## config.mk

```make
export PLATFORM = sky130hd
export DESIGN_NAME = mc14500_core
export DESIGN_NICKNAME = d
export VERILOG_FILES = /design/src/rtl/mc14500_pkg.sv /design/src/rtl/mc14500_lu.sv /design/src/rtl/mc14500_core.sv
export SDC_FILE = /design/constraint.sdc
export NUM_CORES = 1
export LEC_CHECK = 0
export ABC_CLOCK_PERIOD_IN_PS = 2400
export CORE_MARGIN = 3
export CORE_UTILIZATION = 45
export DETAILED_ROUTE_END_ITERATION = 8
export PLACE_DENSITY = 0.71
export SLEW_MARGIN = 20
export SYNTH_ARGS = -nofsm -noshare
export SYNTH_HDL_FRONTEND = slang
export SYNTH_SLANG_ARGS = --single-unit
```

## constraint.sdc

```tcl
create_clock -name clk -period 2.4 [get_ports clk]
set_clock_uncertainty 0.1 [all_clocks]
set_input_delay 0.24 -clock clk [delete_from_list [all_inputs] [get_ports clk]]
set_output_delay 0.24 -clock clk [all_outputs]
set_load 0.005 [all_outputs]
```

## src/rtl/mc14500_pkg.sv

```systemverilog
// Shared definitions for the MC14500 one-bit industrial control core.
package mc14500_pkg;

    localparam int OPC_W = 4;

    typedef enum logic [OPC_W-1:0] {
        OP_NOP0 = 4'h0,
        OP_LD   = 4'h1,
        OP_LDC  = 4'h2,
        OP_AND  = 4'h3,
        OP_ANDC = 4'h4,
        OP_OR   = 4'h5,
        OP_ORC  = 4'h6,
        OP_XNOR = 4'h7,
        OP_STO  = 4'h8,
        OP_STOC = 4'h9,
        OP_IEN  = 4'hA,
        OP_OEN  = 4'hB,
        OP_JMP  = 4'hC,
        OP_RTN  = 4'hD,
        OP_SKZ  = 4'hE,
        OP_NOPF = 4'hF
    } op_e;

    typedef enum logic [2:0] {
        S_FETCH,
        S_EXEC,
        S_ST_SETUP,
        S_ST_STROBE,
        S_ST_HOLD
    } state_e;

endpackage

```

## src/rtl/mc14500_lu.sv

```systemverilog
// Logic unit: next result register and store data for the current opcode.
module mc14500_lu
    import mc14500_pkg::*;
(
    input  op_e  op_i,
    input  logic rr_i,
    input  logic d_i,
    output logic rr_o,
    output logic sto_o
);

    always_comb begin
        rr_o = rr_i;
        unique case (op_i)
            OP_LD:   rr_o = d_i;
            OP_LDC:  rr_o = ~d_i;
            OP_AND:  rr_o = rr_i & d_i;
            OP_ANDC: rr_o = rr_i & ~d_i;
            OP_OR:   rr_o = rr_i | d_i;
            OP_ORC:  rr_o = rr_i | ~d_i;
            OP_XNOR: rr_o = ~(rr_i ^ d_i);
            default: rr_o = rr_i;
        endcase
    end

    assign sto_o = (op_i == OP_STOC) ? ~rr_i : rr_i;

endmodule

```

## src/rtl/mc14500_core.sv

```systemverilog
// MC14500 core: 2-cycle fetch/execute, 5-cycle store with a centred write strobe.
module mc14500_core
    import mc14500_pkg::*;
#(
    parameter int SIZE_LOG = 8,
    parameter int PROG_LOG = 8
) (
    input  logic                      clk,
    input  logic                      rst_n,
    output logic [PROG_LOG-1:0]       prog_addr,
    input  logic [OPC_W+SIZE_LOG-1:0] prog_data,
    output logic [SIZE_LOG-1:0]       address,
    output logic                      write,
    output logic                      data_out,
    input  logic                      data_in,
    output logic                      flag_o,
    output logic                      flag_f,
    output logic                      rr
);

    state_e              state_q, state_d;
    op_e                 op_q, op_d;
    logic [SIZE_LOG-1:0] addr_q, addr_d;
    logic [PROG_LOG-1:0] pc_q, pc_d, ret_q, ret_d;
    logic rr_q, rr_d, ien_q, ien_d, oen_q, oen_d, skip_q, skip_d;
    logic dout_q, dout_d, fo_q, fo_d, ff_q, ff_d;
    logic d, lu_rr, lu_sto;

    assign d = ien_q ? data_in : 1'b0;

    mc14500_lu u_lu (
        .op_i (op_q),
        .rr_i (rr_q),
        .d_i  (d),
        .rr_o (lu_rr),
        .sto_o(lu_sto)
    );

    always_ff @(posedge clk) begin
        if (!rst_n) begin
            state_q <= S_FETCH;
            op_q    <= OP_NOP0;
            addr_q  <= '0;
            pc_q    <= '0;
            ret_q   <= '0;
            rr_q    <= 1'b0;
            ien_q   <= 1'b1;
            oen_q   <= 1'b1;
            skip_q  <= 1'b0;
            dout_q  <= 1'b0;
            fo_q    <= 1'b0;
            ff_q    <= 1'b0;
        end else begin
            state_q <= state_d;
            op_q    <= op_d;
            addr_q  <= addr_d;
            pc_q    <= pc_d;
            ret_q   <= ret_d;
            rr_q    <= rr_d;
            ien_q   <= ien_d;
            oen_q   <= oen_d;
            skip_q  <= skip_d;
            dout_q  <= dout_d;
            fo_q    <= fo_d;
            ff_q    <= ff_d;
        end
    end

    always_comb begin
        state_d = state_q;
        op_d    = op_q;
        addr_d  = addr_q;
        pc_d    = pc_q;
        ret_d   = ret_q;
        rr_d    = rr_q;
        ien_d   = ien_q;
        oen_d   = oen_q;
        skip_d  = skip_q;
        dout_d  = dout_q;
        fo_d    = 1'b0;
        ff_d    = 1'b0;
        unique case (state_q)
            S_FETCH: begin
                op_d    = op_e'(prog_data[SIZE_LOG+OPC_W-1:SIZE_LOG]);
                addr_d  = prog_data[SIZE_LOG-1:0];
                pc_d    = pc_q + PROG_LOG'(1);
                state_d = S_EXEC;
            end
            S_EXEC: begin
                state_d = S_FETCH;
                if (skip_q) begin
                    skip_d = 1'b0;
                end else begin
                    unique case (op_q)
                        OP_NOP0: fo_d = 1'b1;
                        OP_LD, OP_LDC, OP_AND, OP_ANDC,
                        OP_OR, OP_ORC, OP_XNOR: rr_d = lu_rr;
                        OP_STO, OP_STOC: begin
                            // With outputs disabled the store collapses to a plain 2-cycle op.
                            if (oen_q) begin
                                dout_d  = lu_sto;
                                state_d = S_ST_SETUP;
                            end
                        end
                        OP_IEN: ien_d = data_in;
                        OP_OEN: oen_d = data_in;
                        OP_JMP: begin
                            ret_d = pc_q;
                            pc_d  = PROG_LOG'(addr_q);
                        end
                        OP_RTN: begin
                            pc_d   = ret_q;
                            skip_d = 1'b1;
                        end
                        OP_SKZ:  skip_d = ~rr_q;
                        OP_NOPF: ff_d = 1'b1;
                        default: ;
                    endcase
                end
            end
            S_ST_SETUP:  state_d = S_ST_STROBE;
            S_ST_STROBE: state_d = S_ST_HOLD;
            S_ST_HOLD:   state_d = S_FETCH;
            default:     state_d = S_FETCH;
        endcase
    end

    // Strobe decoded from the state register, so a reset edge kills it immediately.
    assign write     = (state_q == S_ST_STROBE);
    assign prog_addr = pc_q;
    assign address   = addr_q;
    assign data_out  = dout_q;
    assign flag_o    = fo_q;
    assign flag_f    = ff_q;
    assign rr        = rr_q;

endmodule

```

==> metrics.txt, run 1 <==
FP Rows=22; critical path class=flip-flop to flip-flop; Compound-Gate Fraction of Synth Area=17.4%; Worst path depth=4; Fin Setup TNS=0 ns; DR iter-0 viols=61; Post-Synth Adder-Cell Area=1.22%; met3 Use GR=3.88%; area leader, netlist=dfxtp_1; gr busiest metal=met2; post-synthesis register bit count=38; final setup vio count=0; top area cells in the synthesized netlist=dfxtp_1 (41%), nand2_1 (9.5%), a21oi_1 (6.5%), mux2i_1 (3.8%), o21ai_0 (3.2%); Worst Setup SP=state_q[0]; Reg2Reg Depth=4; Critical Path, Cell by Cell=or4b_1 -> o31ai_1 -> o21ai_0 -> a31o_1; first-pass GRT wire length=7.11 mm; hold crit path type=flip-flop to flip-flop; Layout fillers=341; # IOs=36; Async SR Flop Fraction=0%; Main synth FF type=dfxtp_1; crit path launch type=flip-flop; r2r startpoint=state_q[0]; core footprint=3800 sq um; Routed WL=4.28 mm; max-slew violation count=0; cells after synthesis=218; largest net degree at the start of global routing=30; H-tree levels=2; DRC=0; met2 Resource Use GR=28.9%; Worst Slack Setup Final=0.257 ns; register area share after synthesis=41.1%; Post-DP Area=2240 sq um; Design Area, Final=2370 sq um; Min-Delay Startpoint=ret_q[7]; Finished Core Util=62.5%; ratio of cells with drive above 1 in the final layout=11.8%; largest family of logic cells by synthesized area=simple AND/OR/NAND/NOR gates; vias per inst=5.40; Tmin final=2.14 ns; Syn Nets=234; slowest stage delay, CP=0.62 ns; LEAKAGE=0.887 nW; Post-Place Worst Slack=0.331 ns; most common cell after layout, fill and taps aside=nand2_1; max_slew headroom=61.7%; CTS resizes=0; pwr/cell area=661 nW/um^2; chip width=70.2 um; Max rail drop VDD=0.522 mV; diodes inserted=0; GP Congestion=0.807; final net count=270; share of the synthesized area in the top cell type=41.1%; Crit path max-delay family=compound AO/OA/AOI/OAI gates; most frequent cells in the layout=nand2_1 (47), dfxtp_1 (38), clkdlybuf4s50_1 (35); Max Clock Freq=0.467 GHz; Synthesis Warnings=0; mapped cell area=1850 sq um; clk sink count=38; DR WL/cell=14.1 um; CTS root buf=clkbuf_8; total grt overflow=0; Worst Path Arrival=2.23 ns; Final Cycle Share=89.3%; initial antenna violation count=0; max cap viols=0; DPL Wire Length=2.81 mm; WP data required=2.49 ns; CP Buf/Inv Count=0; overall routing resource usage=17.8%; total CTS buffers=5; Worst-path clk slew=0.08 ns; hold path cells=2; die height=70.2 um; postcts setup bufs=0; Initial Utilization=48.7%; RSZ-0062 raised after global routing=false; via count=1,637; die area=4920 sq um; count of buffers from port buffering=35; vias in the first global route=1,522; Final ANT Viol Nets=0; Syn Area/Cell=8.49 sq um; Critical Path Sink Type=flip-flop; worst skew pair latency=0.29 ns; Max FO, Critical Path=9; Slew @ Worst Pin=0.567 ns; distinct cell type count after synthesis=49; count of final hold-check violations=0; CTS tree=yes; Crit-path slowest cell=or4b_1; GR Util met1=23.4%; post-synthesis xor/xnor area fraction=0.946%; number of flops mapped to enable cells by yosys=0; Post-CTS Hold Fix Bufs=0; Hold Slack=0.356 ns; multiplexer share of the synthesized area=6.82%; synthesis-to-layout area growth=28.2%; drt first pass iters=4; status=complete, no violations; maximum clock insertion buffer count=2; Synth Area in Simple Gates=27.1%
-- layout make-up --
| type | count | area (sq um) | area share [%] |
|---|---|---|---|
| clock buffer | 5 | 68.8 | 2.90 |
| clock inverter | 3 | 68.8 | 2.90 |
| inverter | 2 | 7.51 | 0.316 |
| multi-input combinational | 163 | 990 | 41.7 |
| sequential | 38 | 761 | 32.1 |
| tap | 48 | 60.1 | 2.53 |
| timing repair buffer | 44 | 418 | 17.6 |
-- path summary, 6_finish.rpt --
check / end / slack (ns)
setup reg to reg: prog_addr[0] / 0.26
hold reg to reg: ret_q[7] / 0.36
hold / removal: ret_q[7] / 0.36
setup / recovery: prog_addr[0] / 0.26
-- power breakdown --
group          switching (mW)  leakage [nW]  internal, mW
combinational           0.110         0.509         0.117
clock                   0.235        0.0683         0.416
sequential             0.0331         0.310         0.658
total                   0.379         0.887          1.19
-- through the flow --
step	instances	power [mW]
3_5_place_dp	295	0.929
5_1_grt	303	1.63
2_1_floorplan	218	0.833
3_3_place_gp	295	0.929
6_report	303	1.57
4_1_cts	303	1.58
-- layer usage --
metal / vias to the layer above / part of all wire, %
met1: 741 / 49
li1: 861 / -
met5: - / 0
met2: 30 / 47
met3: 5 / 3.3
met4: 0 / 0.98
-- cells in the mapped netlist, drive strengths merged (2+ instances only) --
| cell type | count |
|---|---|
| a21oi | 24 |
| and2 | 2 |
| buf | 4 |
| clkbuf | 10 |
| dfxtp | 38 |
| mux2 | 5 |
| mux2i | 7 |
| nand2 | 47 |
| nand3 | 11 |
| nand4 | 4 |
| nand4b | 3 |
| nor2 | 7 |
| nor2b | 2 |
| nor3 | 4 |
| nor3b | 3 |
| nor4 | 3 |
| nor4b | 2 |
| o21ai | 12 |
| o22ai | 3 |
| or3 | 2 |
-- sequential cells by signal, summed over array words and instances, names as in the netlist --
| signal | flops |
|---|---|
| op_q | 4 |
| skip_q | 1 |
| ien_q | 1 |
| flag_o | 1 |
| ret_q | 8 |
| flag_f | 1 |
| data_out | 1 |
| state_q | 3 |
| rr | 1 |
| prog_addr | 8 |
| address | 8 |
| oen_q | 1 |
-- tightest hold or removal path: cells and delay by family (launching register included) --
kind / cells / cell delay [ns]
simple gates: 1 / 0.05
flops: 1 / 0.31
compound gates: 1 / 0.06
-- kinds of logic (layout without fill, tap and decap cells) --
logic type                 after synthesis  after routing
and+or+nand+nor                         97             97
xor gates and xnor gates                 2              2
adders and majority gates                2              2
buffers and inverters                   17             54
AOI/OAI and AO/OA                       50             50
muxes                                   12             12
DFF                                     38             38
Note: power is estimated with default switching activity, not from simulation.
==> run 2, diff against run 1 <==
--- a/config.mk
+++ b/config.mk
@@ -6,6 +6,7 @@
 export NUM_CORES = 1
 export LEC_CHECK = 0
 export ABC_CLOCK_PERIOD_IN_PS = 2400
+export CORE_ASPECT_RATIO = 0.8
 export CORE_MARGIN = 3
 export CORE_UTILIZATION = 45
 export DETAILED_ROUTE_END_ITERATION = 8
==> run 2 against run 1 <==
Sequential power barely moved. Utilization fell by 2.5 points. Non-clock buffer count fell by 1. Clock power fell by 31%. Global-route usage rose by 0.29 points. Power fell by 13%. Fmax rose by 1.3%. Critical path depth did not move. Critical path type unchanged. Largest cell class unchanged. Largest power group unchanged.
==> metrics.txt, run 2 (synthesis results as in run 1) <==
vias in the first global route=1,530 (was 1,522); Initial Utilization=47.7% (was 48.7%); Finished Core Util=60.0% (was 62.5%); Crit path max-delay family=compound AO/OA/AOI/OAI gates (unchanged); vias per inst=5.42 (was 5.40); ratio of cells with drive above 1 in the final layout=11.0% (was 11.8%); Worst Path Arrival=2.25 ns (was 2.23 ns); max-slew violation count=0 (unchanged); Final Cycle Share=88.1% (was 89.3%); Critical Path Sink Type=flip-flop (unchanged); total chip power=1.37 mW (was 1.57 mW); Max rail drop VDD=0.307 mV (was 0.522 mV); CTS root buf=clkbuf_8 (unchanged); Tmin final=2.12 ns (was 2.14 ns); hold crit path type=flip-flop to flip-flop (unchanged); CP Buf/Inv Count=0 (unchanged); largest net degree at the start of global routing=30 (unchanged); via count=1,675 (was 1,637); pwr/cell area=587 nW/um^2 (was 661 nW/um^2); RSZ-0062 raised after global routing=false (unchanged); Critical Path, Cell by Cell=or4b_1 -> o31a_4 -> a2111oi_4 -> a31o_1 (was or4b_1 -> o31ai_1 -> o21ai_0 -> a31o_1); most frequent cells in the layout=nand2_1 (47), dfxtp_1 (38), clkdlybuf4s50_1 (35) (unchanged); CTS tree=yes (unchanged); worst skew pair latency=0.29 ns (about the same); max cap viols=0 (unchanged); Worst-path clk slew=0.07 ns (was 0.08 ns); status=complete, no violations (unchanged); final setup vio count=0 (unchanged); Post-CTS Hold Fix Bufs=0 (unchanged); maximum clock insertion buffer count=2 (unchanged); DR WL/cell=13.4 um (was 14.1 um); WP data required=2.54 ns (was 2.49 ns); FP Rows=20 (was 22); synthesis-to-layout area growth=25.7% (was 28.2%); Crit-path slowest cell=or4b_1 (unchanged); Hold Slack=0.357 ns (was 0.356 ns); core footprint=3880 sq um (was 3800 sq um); critical path class=flip-flop to flip-flop (unchanged); Slew @ Worst Pin=0.520 ns (was 0.567 ns); chip width=77.7 um (was 70.2 um); DPL Wire Length=2.81 mm (about the same); drt first pass iters=4 (unchanged); Combinational Power Share=16.1% (was 14.5%); Max Clock Freq=0.473 GHz (was 0.467 GHz); Finished Layout Cells=309 (was 303); crit path launch type=flip-flop (unchanged); DR iter-0 viols=109 (was 61); sw frac=26.5% (was 24.1%); sequential fraction of design power=50.8% (was 44.0%); Max FO, Critical Path=9 (unchanged); max_slew headroom=64.8% (was 61.7%); LEAKAGE=0.862 nW (was 0.887 nW); postcts setup bufs=0 (unchanged); internal power=1.00 mW (was 1.19 mW); Final ANT Viol Nets=0 (unchanged); Layout fillers=378 (was 341); cell count after placement=301 (was 295); CTS resizes=0 (unchanged); initial antenna violation count=0 (unchanged); clk sink count=38 (unchanged); overall routing resource usage=18.1% (was 17.8%); NetSw=362 uW (was 379 uW); slowest stage delay, CP=0.62 ns (about the same); total grt overflow=0 (unchanged); total CTS buffers=5 (unchanged); die area=4930 sq um (was 4920 sq um); diodes inserted=0 (unchanged); final net count=269 (was 270); first-pass GRT wire length=7.13 mm (was 7.11 mm); GP Congestion=0.818 (was 0.807); die height=63.4 um (was 70.2 um); H-tree levels=2 (unchanged); most common cell after layout, fill and taps aside=nand2_1 (unchanged); Clock Power Share=33.1% (was 41.5%); # IOs=36 (unchanged); Fin Setup TNS=0 ns (unchanged); count of final hold-check violations=0 (unchanged); count of buffers from port buffering=35 (unchanged); DRC=0 (unchanged); Routed WL=4.15 mm (was 4.28 mm)
==> run 2: cell types whose count changed in the layout (fill, tap and decap cells not counted) <==
cell       delta
buf_4         -1
bufinv_16     -2
clkbuf_1      +1
clkbuf_8      +1
clkinv_2      +1
clkinv_4      -1
==> run 2: final timing paths <==
path              start      endpoint  slack, ns  depth (start not counted)
max          state_q[0]  prog_addr[0]       0.28                          4
min            ret_q[3]      ret_q[3]       0.36                          2
max reg2reg  state_q[0]  prog_addr[0]       0.28                          4
min reg2reg    ret_q[3]      ret_q[3]       0.36                          2
==> run 2: layout make-up <==
| type | count | area, sq um | area share [%] |
|---|---|---|---|
| tap | 55 | 68.8 | 2.96 |
| sequential | 38 | 761 | 32.7 |
| clock inverter | 1 | 5.00 | 0.215 |
| multi-input combinational | 163 | 990 | 42.5 |
| inverter | 2 | 7.51 | 0.322 |
| timing repair buffer | 43 | 410 | 17.6 |
| clock buffer | 7 | 86.3 | 3.71 |
==> run 2: metrics by stage <==
step	worst slack [ns]	area, sq um
after floorplan	0.440	1850
after global placement	0.360	2240
after detailed placement	0.343	2240
after CTS	0.297	2330
after global routing	0.127	2330
final	0.284	2330
==> run 2: power groups by stage <==
stage / clock [mW] / sequential (mW) / combinational, mW
floorplan: 0 / 0.702 / 0.131
global placement: 0 / 0.707 / 0.218
detailed placement: 0 / 0.707 / 0.219
CTS: 0.464 / 0.693 / 0.221
global route: 0.491 / 0.698 / 0.244
finish: 0.453 / 0.694 / 0.220
==> run 2: layer usage <==
metal  wire, um  up-vias  global-route usage [%]
met1       2110      761                    24.4
met2       1770       50                    28.0
met5          0        -                       0
met3        216        7                    4.71
met4         59        0                    6.00
li1           -      857                       -
==> run 2: worst reg2reg max path, stage by stage (launching register included) <==
cell and delay (ns):
dfxtp_1 0.45, or4b_1 0.63, o31a_4 0.44, a2111oi_4 0.32, a31o_1 0.13
==> run 3, diff against run 2 <==
--- a/config.mk
+++ b/config.mk
@@ -14,4 +14,5 @@
 export SLEW_MARGIN = 20
 export SYNTH_ARGS = -nofsm -noshare
 export SYNTH_HDL_FRONTEND = slang
+export SYNTH_HIERARCHICAL = 1
 export SYNTH_SLANG_ARGS = --single-unit
==> run 3 against run 2 <==
Sequential share of layout area increased by 0.27 points. Global-route usage increased by 0.73 points. Fmax rose by 1.2%.
==> metrics.txt, run 3 <==
Final Cycle Share=87.1% (was 88.1%); chip width=77.3 um (was 77.7 um); Synth top cells by count=nand2_1 (44), dfxtp_1 (38), a21oi_1 (22), nand3_1 (12) (was nand2_1 (47), dfxtp_1 (38), a21oi_1 (24), o21ai_0 (12), nand3_1 (11)); via count=1,680 (was 1,675); maximum clock insertion buffer count=2 (unchanged); top area cells in the synthesized netlist=dfxtp_1 (42%), nand2_1 (9.0%), a21oi_1 (6.0%), mux2i_1 (3.8%), nand3_1 (3.3%) (was dfxtp_1 (41%), nand2_1 (9.5%), a21oi_1 (6.5%), mux2i_1 (3.8%), o21ai_0 (3.2%)); crit path launch type=flip-flop (unchanged); number of flops mapped to enable cells by yosys=0 (unchanged); share of the synthesized area in the top cell type=41.6% (was 41.1%); vias per inst=5.47 (was 5.42); final setup vio count=0 (unchanged); DR WL/cell=14.3 um (was 13.4 um); diodes inserted=0 (unchanged); first-pass GRT wire length=7.31 mm (was 7.13 mm); # IOs=36 (unchanged); core footprint=3850 sq um (was 3880 sq um); post-synthesis register bit count=38 (unchanged); max cap viols=0 (unchanged); initial antenna violation count=0 (unchanged); DPL Wire Length=3.06 mm (was 2.81 mm); most common cell after layout, fill and taps aside=nand2_1 (unchanged); mapped cell area=1830 sq um (was 1850 sq um); Routed WL=4.39 mm (was 4.15 mm); status=complete, no violations (unchanged); distinct cell type count after synthesis=43 (was 49); pwr/cell area=590 nW/um^2 (was 587 nW/um^2); FP Rows=20 (unchanged); CTS tree=yes (unchanged); Synthesis Warnings=6 (was 0); area occupied by multi-input gates=986 sq um (was 990 sq um); Tmin final=2.09 ns (was 2.12 ns); count leader, synth=nand2_1 (unchanged); Max FO, Critical Path=10 (was 9); Syn Area/Cell=8.40 sq um (was 8.49 sq um); Final ANT Viol Nets=0 (unchanged); Sequential cell area=761 sq um (unchanged); Finished Core Util=59.9% (was 60.0%); Crit-path slowest cell=clkdlybuf4s50_1 (was or4b_1); CP Buf/Inv Count=2 (was 0); WP data required=2.06 ns (was 2.54 ns); ratio of cells with drive above 1 in the final layout=10.7% (was 11.0%); cells after synthesis=218 (unchanged); Fin Setup TNS=0 ns (unchanged); DR iter-0 viols=161 (was 109); die height=63.0 um (was 63.4 um); most frequent cells in the layout=nand2_1 (44), dfxtp_1 (38), clkdlybuf4s50_1 (35) (was nand2_1 (47), dfxtp_1 (38), clkdlybuf4s50_1 (35)); worst skew pair latency=0.30 ns (was 0.29 ns); DRC=0 (unchanged); Slew @ Worst Pin=0.619 ns (was 0.520 ns); Worst Path Arrival=1.75 ns (was 2.25 ns); overall routing resource usage=18.8% (was 18.1%); total CTS buffers=5 (unchanged); max-slew violation count=0 (unchanged); Crit path max-delay family=buffers and inverters (was compound AO/OA/AOI/OAI gates); area leader, netlist=dfxtp_1 (unchanged); total chip power=1.36 mW (was 1.37 mW); RSZ-0062 raised after global routing=false (unchanged); Syn Nets=234 (unchanged); count of buffers from port buffering=35 (unchanged); postcts setup bufs=0 (unchanged); hold crit path type=flip-flop to flip-flop (unchanged); vias in the first global route=1,523 (was 1,530); final net count=267 (was 269); LEAKAGE=0.851 nW (was 0.862 nW); Post-CTS Hold Fix Bufs=0 (unchanged); drt first pass iters=4 (unchanged); CTS root buf=clkbuf_8 (unchanged); Layout fillers=373 (was 378); Initial Utilization=47.5% (was 47.7%); CTS resizes=0 (unchanged); Max rail drop VDD=0.386 mV (was 0.307 mV); GP Congestion=0.842 (was 0.818); total grt overflow=0 (unchanged); Critical Path, Cell by Cell=inv_1 -> nor3b_1 -> clkdlybuf4s50_1 (was or4b_1 -> o31a_4 -> a2111oi_4 -> a31o_1); max_slew headroom=58.6% (was 64.8%); H-tree levels=2 (unchanged); critical path class=flip-flop to output pin (was flip-flop to flip-flop); register area share after synthesis=41.6% (was 41.1%); count of final hold-check violations=0 (unchanged); Max Clock Freq=0.478 GHz (was 0.473 GHz); Critical Path Sink Type=output pin (was flip-flop); Main synth FF type=dfxtp_1 (unchanged); largest net degree at the start of global routing=28 (was 30); die area=4870 sq um (was 4930 sq um); Async SR Flop Fraction=0% (unchanged); synthesis-to-layout area growth=26.2% (was 25.7%); Worst-path clk slew=0.07 ns (about the same); clk sink count=38 (unchanged); slowest stage delay, CP=0.55 ns (was 0.62 ns)
run 3: tightest hold or removal path, cell delays in order, from the launching register on:
cell     delay [ns]
dfxtp_1        0.31
nand3_1        0.05
o21ai_0        0.06
run 3: cell families (layout without fill, tap and decap cells):
family / after synthesis / count (layout) / synth area share, %
muxes: 11 / 11 / 6.29
xor gates and xnor gates: 2 / 2 / 0.957
buffers and inverters: 17 / 51 / 4.58
and+or+nand+nor: 99 / 99 / 27.8
AOI/OAI and AO/OA: 50 / 50 / 18.2
adders and majority gates: 1 / 1 / 0.683
DFF: 38 / 38 / 41.6
run 3: cell type report:
class	count	area share, %
Multi-Input combinational cell	163	42.7
Sequential cell	38	32.9
Timing Repair Buffer	40	16.8
Clock buffer	6	3.58
Tap cell	55	2.98
Clock inverter	2	0.542
Inverter	3	0.488
run 3: worst paths after layout:
check | from | end | slack, ns | cells past startpoint
setup reg to reg | op_q[2] | prog_addr[7] | 0.51 | 4
hold reg to reg | ret_q[6] | ret_q[6] | 0.37 | 2
hold / removal | ret_q[6] | ret_q[6] | 0.37 | 2
setup / recovery | state_q[0] | write | 0.31 | 3
run 3: per-layer routing:
| metal | GRT usage (%) | wire (um) |
|---|---|---|
| met1 | 26.1 | 2200 |
| met2 | 27.7 | 1870 |
| met3 | 5.33 | 268 |
| met4 | 6.67 | 48 |
| met5 | 0 | 0 |
run 3: where the power goes:
| part | internal [mW] | total [mW] | switching (mW) |
|---|---|---|---|
| clock network | 0.231 | 0.464 | 0.233 |
| registers | 0.657 | 0.700 | 0.0430 |
| logic | 0.105 | 0.198 | 0.0937 |
run 3: metrics by stage:
| stage | hold slack, ns | setup WS [ns] | std cells | area [sq um] |
|---|---|---|---|---|
| 2_1_floorplan | 0.268 | 0.724 | 218 | 1830 |
| 3_3_place_gp | 0.344 | 0.602 | 299 | 2210 |
| 3_5_place_dp | 0.362 | 0.576 | 299 | 2210 |
| 4_1_cts | 0.375 | 0.318 | 307 | 2310 |
| 5_1_grt | 0.395 | 0.210 | 307 | 2310 |
| 6_report | 0.371 | 0.309 | 307 | 2310 |
